==> src/rtl/alu_req_scheduler.sv <==
// -----------------------------------------------------------------------------
// alu_req_scheduler
//
// Purpose:
//   Shares a single 64-bit vector ALU among NUM_REQ requesters. Each grant is
//   chosen round-robin, its operands are latched and presented to the ALU, the
//   ALU result is captured on ack and returned to the granted requester with a
//   one-cycle response pulse. Opcode 0 is illegal and is answered immediately
//   with an error response, without touching the ALU.
//
// Optional feature (macro ALU_SCHED_TIMEOUT_EN):
//   When defined, WAIT is bounded: if no ack has arrived after TIMEOUT cycles
//   in WAIT, the op is aborted with rsp_err=1 and rsp_data=0. An ack in the
//   final cycle still wins. When undefined, WAIT lasts until ack.
//
// Ports:
//   clk, rst     - single rising-edge clock, synchronous active-high reset
//   req_valid    - per-requester request, held until accepted
//   req_ready    - one-hot accept pulse (IDLE cycle of the grant)
//   req_a/req_b  - flattened operands, requester i at [i*DATA_W +: DATA_W]
//   req_op       - flattened 3-bit opcodes, requester i at [i*3 +: 3]
//   rsp_valid    - one-hot one-cycle response pulse
//   rsp_data     - result, meaningful while rsp_valid is nonzero
//   rsp_err      - error flag, qualified by rsp_valid
//   busy         - high whenever the scheduler is not IDLE
//   alu_a/alu_b/alu_opcode/alu_en - registered ALU drive, zero outside ISSUE/WAIT
//   alu_y/alu_ack - ALU result and acknowledge
// -----------------------------------------------------------------------------
module alu_req_scheduler #(
    parameter int NUM_REQ = 4,
    parameter int DATA_W  = 64,
    parameter int RES_W   = 65,
    parameter int TIMEOUT = 16
) (
    input  logic                      clk,
    input  logic                      rst,
    input  logic [NUM_REQ-1:0]        req_valid,
    output logic [NUM_REQ-1:0]        req_ready,
    input  logic [NUM_REQ*DATA_W-1:0] req_a,
    input  logic [NUM_REQ*DATA_W-1:0] req_b,
    input  logic [NUM_REQ*3-1:0]      req_op,
    output logic [NUM_REQ-1:0]        rsp_valid,
    output logic [RES_W-1:0]          rsp_data,
    output logic                      rsp_err,
    output logic                      busy,
    output logic [DATA_W-1:0]         alu_a,
    output logic [DATA_W-1:0]         alu_b,
    output logic [2:0]                alu_opcode,
    output logic                      alu_en,
    input  logic [RES_W-1:0]          alu_y,
    input  logic                      alu_ack
);

    localparam int IDX_W = (NUM_REQ > 1) ? $clog2(NUM_REQ) : 1;

    // Elaboration-time parameter sanity checks.
    if (NUM_REQ < 2 || NUM_REQ > 8) begin : g_bad_num_req
        $error("alu_req_scheduler: NUM_REQ must be 2..8");
    end
    if (TIMEOUT < 1) begin : g_bad_timeout
        $error("alu_req_scheduler: TIMEOUT must be >= 1");
    end

    typedef enum logic [1:0] {
        IDLE  = 2'd0,
        ISSUE = 2'd1,
        WAIT  = 2'd2,
        RESP  = 2'd3
    } state_t;

    // Unpacked views of the flattened request buses.
    logic [DATA_W-1:0] a_arr  [NUM_REQ];
    logic [DATA_W-1:0] b_arr  [NUM_REQ];
    logic [2:0]        op_arr [NUM_REQ];

    for (genvar gi = 0; gi < NUM_REQ; gi++) begin : g_unpack
        assign a_arr[gi]  = req_a[gi*DATA_W +: DATA_W];
        assign b_arr[gi]  = req_b[gi*DATA_W +: DATA_W];
        assign op_arr[gi] = req_op[gi*3 +: 3];
    end

    state_t             state_q,      state_d;
    logic [IDX_W-1:0]   last_grant_q, last_grant_d;
    logic [IDX_W-1:0]   gnt_idx_q,    gnt_idx_d;
    logic               err_q,        err_d;
    logic [DATA_W-1:0]  alu_a_q,      alu_a_d;
    logic [DATA_W-1:0]  alu_b_q,      alu_b_d;
    logic [2:0]         alu_op_q,     alu_op_d;
    logic               alu_en_q,     alu_en_d;
    logic [NUM_REQ-1:0] rsp_valid_q,  rsp_valid_d;
    logic [RES_W-1:0]   rsp_data_q,   rsp_data_d;
    logic               rsp_err_q,    rsp_err_d;
    logic               busy_q,       busy_d;

`ifdef ALU_SCHED_TIMEOUT_EN
    localparam int CNT_W = $clog2(TIMEOUT + 1);
    logic [CNT_W-1:0]   tmo_cnt_q,    tmo_cnt_d;
`endif

    // Round-robin search: first set request strictly after last_grant, wrapping.
    logic             any_req;
    logic [IDX_W-1:0] arb_idx;

    always_comb begin
        int  cand;
        logic found;
        any_req = |req_valid;
        arb_idx = last_grant_q;
        found   = 1'b0;
        for (int k = 1; k <= NUM_REQ; k++) begin
            cand = int'(last_grant_q) + k;
            if (cand >= NUM_REQ) begin
                cand = cand - NUM_REQ;
            end
            if (!found && req_valid[cand]) begin
                found   = 1'b1;
                arb_idx = IDX_W'(cand);
            end
        end
    end

    // Accept pulse is combinational so the requester sees it in the grant cycle.
    // It is masked during reset so every output reads zero while rst is high.
    assign req_ready = (state_q == IDLE && any_req && !rst)
                     ? (NUM_REQ'(1) << arb_idx) : '0;

    always_comb begin
        state_d      = state_q;
        last_grant_d = last_grant_q;
        gnt_idx_d    = gnt_idx_q;
        err_d        = err_q;
        alu_a_d      = '0;
        alu_b_d      = '0;
        alu_op_d     = 3'd0;
        alu_en_d     = 1'b0;
        rsp_valid_d  = '0;
        rsp_data_d   = rsp_data_q;
        rsp_err_d    = 1'b0;
`ifdef ALU_SCHED_TIMEOUT_EN
        tmo_cnt_d    = tmo_cnt_q;
`endif

        case (state_q)
            IDLE: begin
                if (any_req) begin
                    gnt_idx_d = arb_idx;
                    if (op_arr[arb_idx] == 3'd0) begin
                        // Illegal opcode: answer at once, ALU never enabled.
                        err_d      = 1'b1;
                        rsp_data_d = '0;
                        state_d    = RESP;
                    end else begin
                        err_d    = 1'b0;
                        alu_a_d  = a_arr[arb_idx];
                        alu_b_d  = b_arr[arb_idx];
                        alu_op_d = op_arr[arb_idx];
                        alu_en_d = 1'b1;
                        state_d  = ISSUE;
                    end
                end
            end
            ISSUE: begin
                alu_a_d  = alu_a_q;
                alu_b_d  = alu_b_q;
                alu_op_d = alu_op_q;
                alu_en_d = 1'b1;
                state_d  = WAIT;
`ifdef ALU_SCHED_TIMEOUT_EN
                tmo_cnt_d = '0;
`endif
            end
            WAIT: begin
                if (alu_ack) begin
                    // Full-width pass-through, including any borrow/carry bit.
                    rsp_data_d = alu_y;
                    err_d      = 1'b0;
                    state_d    = RESP;
`ifdef ALU_SCHED_TIMEOUT_EN
                end else if (tmo_cnt_q == CNT_W'(TIMEOUT - 1)) begin
                    rsp_data_d = '0;
                    err_d      = 1'b1;
                    state_d    = RESP;
                end else begin
                    tmo_cnt_d = tmo_cnt_q + 1'b1;
                    alu_a_d   = alu_a_q;
                    alu_b_d   = alu_b_q;
                    alu_op_d  = alu_op_q;
                    alu_en_d  = 1'b1;
                end
`else
                end else begin
                    alu_a_d  = alu_a_q;
                    alu_b_d  = alu_b_q;
                    alu_op_d = alu_op_q;
                    alu_en_d = 1'b1;
                end
`endif
            end
            RESP: begin
                last_grant_d = gnt_idx_q;
                state_d      = IDLE;
            end
            default: begin
                state_d = IDLE;
            end
        endcase

        // Response outputs are registered: they are loaded on entry to RESP
        // and therefore valid exactly during the RESP cycle.
        if (state_q != RESP && state_d == RESP) begin
            rsp_valid_d = NUM_REQ'(1) << gnt_idx_d;
            rsp_err_d   = err_d;
        end

        busy_d = (state_d != IDLE);
    end

    always_ff @(posedge clk) begin
        if (rst) begin
            state_q      <= IDLE;
            last_grant_q <= IDX_W'(NUM_REQ - 1);
            gnt_idx_q    <= '0;
            err_q        <= 1'b0;
            alu_a_q      <= '0;
            alu_b_q      <= '0;
            alu_op_q     <= 3'd0;
            alu_en_q     <= 1'b0;
            rsp_valid_q  <= '0;
            rsp_data_q   <= '0;
            rsp_err_q    <= 1'b0;
            busy_q       <= 1'b0;
`ifdef ALU_SCHED_TIMEOUT_EN
            tmo_cnt_q    <= '0;
`endif
        end else begin
            state_q      <= state_d;
            last_grant_q <= last_grant_d;
            gnt_idx_q    <= gnt_idx_d;
            err_q        <= err_d;
            alu_a_q      <= alu_a_d;
            alu_b_q      <= alu_b_d;
            alu_op_q     <= alu_op_d;
            alu_en_q     <= alu_en_d;
            rsp_valid_q  <= rsp_valid_d;
            rsp_data_q   <= rsp_data_d;
            rsp_err_q    <= rsp_err_d;
            busy_q       <= busy_d;
`ifdef ALU_SCHED_TIMEOUT_EN
            tmo_cnt_q    <= tmo_cnt_d;
`endif
        end
    end

    assign alu_a      = alu_a_q;
    assign alu_b      = alu_b_q;
    assign alu_opcode = alu_op_q;
    assign alu_en     = alu_en_q;
    assign rsp_valid  = rsp_valid_q;
    assign rsp_data   = rsp_data_q;
    assign rsp_err    = rsp_err_q;
    assign busy       = busy_q;

endmodule

==> config.mk <==
export PLATFORM = sky130hd
export DESIGN_NAME = alu_req_scheduler
export DESIGN_NICKNAME = d
export VERILOG_FILES = /design/src/rtl/alu_req_scheduler.sv
export SDC_FILE = /design/constraint.sdc
export NUM_CORES = 1
export LEC_CHECK = 0
export CORE_AREA = 2 2 312 314
export DETAILED_ROUTE_END_ITERATION = 8
export DIE_AREA = 0 0 314 316
export PLACE_DENSITY = 0.34
export SLEW_MARGIN = 25
export SYNTH_ARGS = -nofsm -noshare
export SYNTH_HDL_FRONTEND = slang
export SYNTH_SLANG_ARGS = --single-unit
==> constraint.sdc <==
create_clock -name clk -period 3.6 [get_ports clk]
set_input_delay 0.72 -clock clk [delete_from_list [all_inputs] [get_ports clk]]
set_output_delay 0.72 -clock clk [all_outputs]
set_load 0.1 [all_outputs]
==> run summary, run 1 <==
status: finished, final reports clean
Hold Path End: rsp_data[21]
cts hold-fix bufs: 0
Leakage: 0.00814 uW
core area: 96000 sq um
dpl ws: 0.0898 ns
Nets: 2923
Post-CTS Resized: 0
postcts setup bufs: 0
CTS Root Cell: clkbuf_16
reg2reg setup slack: 0.74 ns
Hold Path Class: flip-flop to flip-flop
Vias: 14600
fin worst setup slack: 0.224 ns
Gate Count Post-Synth: 1584
CTS Buffer Depth: 3
DR DRC count: 0
slew of the pin with the lowest slew margin: 1.06 ns
GPL Wtd Cong: 0.865
M1 GR Usage: 15.5%
critical path, cell by cell: clkdlybuf4s50_1, nor2_1, buf_4, a21oi_1, nand2_1, buf_4, nor2_1, buf_12
ANT nets after route: 0
Die X: 314 um
global route hottest layer: met2
M2 GR Usage: 25.2%
largest family of logic cells by synthesized area: simple AND/OR/NAND/NOR gates
Simple-Gate Fraction of Synth Area: 37.6%
Slew Limit Fails: 0
Multi-input gate area: 6270 sq um
ys async rst share: 0%
r2r endpoint: alu_a[38]
Worst R2R Path Depth: 11
Pwr Density: 601 nW/um^2
row count: 114
Worst setup SP type: input pin
Final min period: 3.38 ns
Cell Area, Synth: 11100 sq um
GRT overflow: 0
maxcap violations: 0
critical path type: input pin to primary output
WP data required: 2.88 ns
Mapped Nets: 2184
hpwl dp: 55.8 mm
GRT met3 Usage: 4.57%
# fillers: 10600
Mapped Avg Cell Area: 7.01 sq um
IO Count: 803
fmax: 0.296 GHz
drt first pass iters: 4
RSZ-0062 raised after global routing: no
DR vias/cell: 4.03
Unique masters post-synth: 47
Num CTS Buffers: 31
CP top delay family: buffers and inverters
Synth Warn #: 0
crit path capture type: primary output
Post-Layout Cell Count: 3625
largest net degree at the start of global routing: 93
port bufs: 802
Clock Latency Late Sink: 0.60 ns
first-pass GRT wire length: 103 mm
placed cells: 3566
P&R area growth vs syn: 97.5%
Clock transition at path regs: 0.06 ns
Die Area: 99200 sq um
FF+latch count, synth: 210
hold path cells: 2
Sequential Area: 4200 sq um
Util after Layout: 22.8%
highest-delay cell along the critical path: clkdlybuf4s50_1
initial antenna violation count: 10
worst r2r src: last_grant_q[1]
crit path DAT: 2.66 ns
fraction of layout cells with a size suffix above 1: 7.58%
wire per inst: 20.2 um
mux share of post-synthesis cell area: 0.270%
number of synthesized flops with an enable pin: 0
Post-Route WL: 73.2 mm
Synth Area in Compound Gates: 17.5%
Worst slew margin: 29.3%
Final Cycle Share: 93.8%
Initial DRC Count: 733
XOR/XNOR Fraction of Synth Area: 0%
adder-cell share of the synthesized area: 0.451%
Starting Density: 11.6%
Worst Min Path Start: rsp_data[21]
CTS tree: yes
Seq/Total Area, Yosys: 37.9%
final hold vios: 0
slowest stage delay, CP: 0.63 ns
total clock sinks: 210
total power: 13200 uW
vias in the first global route: 14800
Worst Path Buf+Inv: 4
setup tns final: 0 ns
Finish-stage setup viols: 0
overall routing resource usage: 13.7%
Max Clock Skew: 0.0127 ns
chip height: 316 um
Main synth FF type: dfxtp_1
Crit Path Max Fanout: 7
Peak VDD IR: 0.000337 V
H-tree Lvls: 1
[layer usage]
metal  up-vias  part of all wire, %  wire length (um)
li1       7065                    -                 -
met1      6927                   39             28400
met2       531                   51             37200
met3        68                  8.5              6190
met4        12                  1.7              1240
met5         -                 0.10                76
[sequential cells by signal (all words and copies together), names as in the netlist, 2 cells and up]
name,count
state_q,2
gnt_idx_q,2
rsp_valid,4
alu_b,64
alu_a,64
last_grant_q,2
alu_opcode,3
rsp_data,65
[cell families after synthesis]
| kind of cell | count (synthesis) |
|---|---|
| AO/OA/AOI/OAI | 242 |
| adder cells (fa/ha/maj) | 4 |
| buffers and inverters | 167 |
| flip-flops | 210 |
| multiplexers | 3 |
| AND/OR/NAND/NOR | 958 |
[worst min-delay path, cell delays in order, from the launching register on]
cell,delay [ns]
dfxtp_1,0.31
nand4_1,0.06
o21ai_1,0.05
[worst max-delay path by stage]
| stage | from | end | slack [ns] | cells after the start |
|---|---|---|---|---|
| after floorplan | req_valid[3] | req_ready[1] | 0.15 | 5 |
| after global placement | req_valid[1] | alu_a[56] | 0.13 | 13 |
| after detailed placement | req_valid[2] | alu_b[53] | 0.09 | 11 |
| after CTS | last_grant_q[1] | req_ready[2] | 0.20 | 5 |
| after global routing | req_valid[0] | req_ready[3] | 0.04 | 8 |
| final | req_valid[0] | req_ready[3] | 0.22 | 8 |
[cell usage after synthesis, types with 2 or more instances]
master / n / area [sq um]
buf_4: 14 / 105
a32o_1: 128 / 1280
nor2b_1: 3 / 18.8
o21ai_1: 67 / 335
clkbuf_1: 111 / 417
nand2b_1: 3 / 18.8
inv_1: 12 / 45.0
o211ai_1: 2 / 15.0
a21o_1: 2 / 15.0
nor3b_1: 3 / 22.5
nor3_1: 3 / 15.0
nand2_1: 592 / 2220
a31oi_1: 2 / 12.5
o21a_1: 3 / 22.5
dfxtp_1: 210 / 4200
a32oi_1: 6 / 52.6
buf_1: 12 / 45.0
a211oi_1: 4 / 30.0
or2_2: 3 / 18.8
mux2i_1: 3 / 30.0
buf_2: 16 / 80.1
nor4_1: 3 / 18.8
ha_1: 4 / 50.1
a21oi_1: 11 / 55.1
o21ai_0: 7 / 35.0
nand4_1: 65 / 407
nor3_4: 2 / 32.5
nand3_1: 260 / 1300
nor2_1: 15 / 56.3
[placed cells by master (no fill, tap or decap), drive strengths merged, types with 15 or more instances in the layout]
master | Yosys | layout
nor2 | 15 | 15
clkbuf | 111 | 42
dfxtp | 210 | 210
nand2 | 593 | 593
clkdlybuf4s50 | 0 | 755
a32o | 128 | 128
buf | 42 | 104
inv | 13 | 15
o21ai | 74 | 74
nand4 | 65 | 65
nand3 | 260 | 260
[stage by stage]
stage / hold WS, ns / cell area (sq um)
after floorplan: 0.436 / 11100
after global placement: 0.444 / 20800
after detailed placement: 0.450 / 20800
after CTS: 0.458 / 21900
after global routing: 0.478 / 21900
final: 0.455 / 21900
[area by class of cell]
type	count	area share, %
Timing Repair Buffer	859	39.7
Antenna cell	2	0.0228
Tap cell	1276	7.28
Clock buffer	42	4.09
Sequential cell	210	19.2
Clock inverter	15	0.953
Inverter	14	0.240
Multi-Input combinational cell	1207	28.6
[power by group]
group          switching (uW)  internal, uW
combinational            4820          2060
clock                    1290          2080
sequential                221          2710
total                    6330          6850
Note: power is estimated with default switching activity, not from simulation.
==> inputs of run 2 (changes only) <==
--- a/config.mk
+++ b/config.mk
@@ -8,6 +8,7 @@
 export CORE_AREA = 2 2 312 314
 export DETAILED_ROUTE_END_ITERATION = 8
 export DIE_AREA = 0 0 314 316
+export GPL_ROUTABILITY_DRIVEN = 0
 export PLACE_DENSITY = 0.34
 export SLEW_MARGIN = 25
 export SYNTH_ARGS = -nofsm -noshare
==> results of run 2 <==
The final DEF is identical to that of run 1; final timing and power are the same.
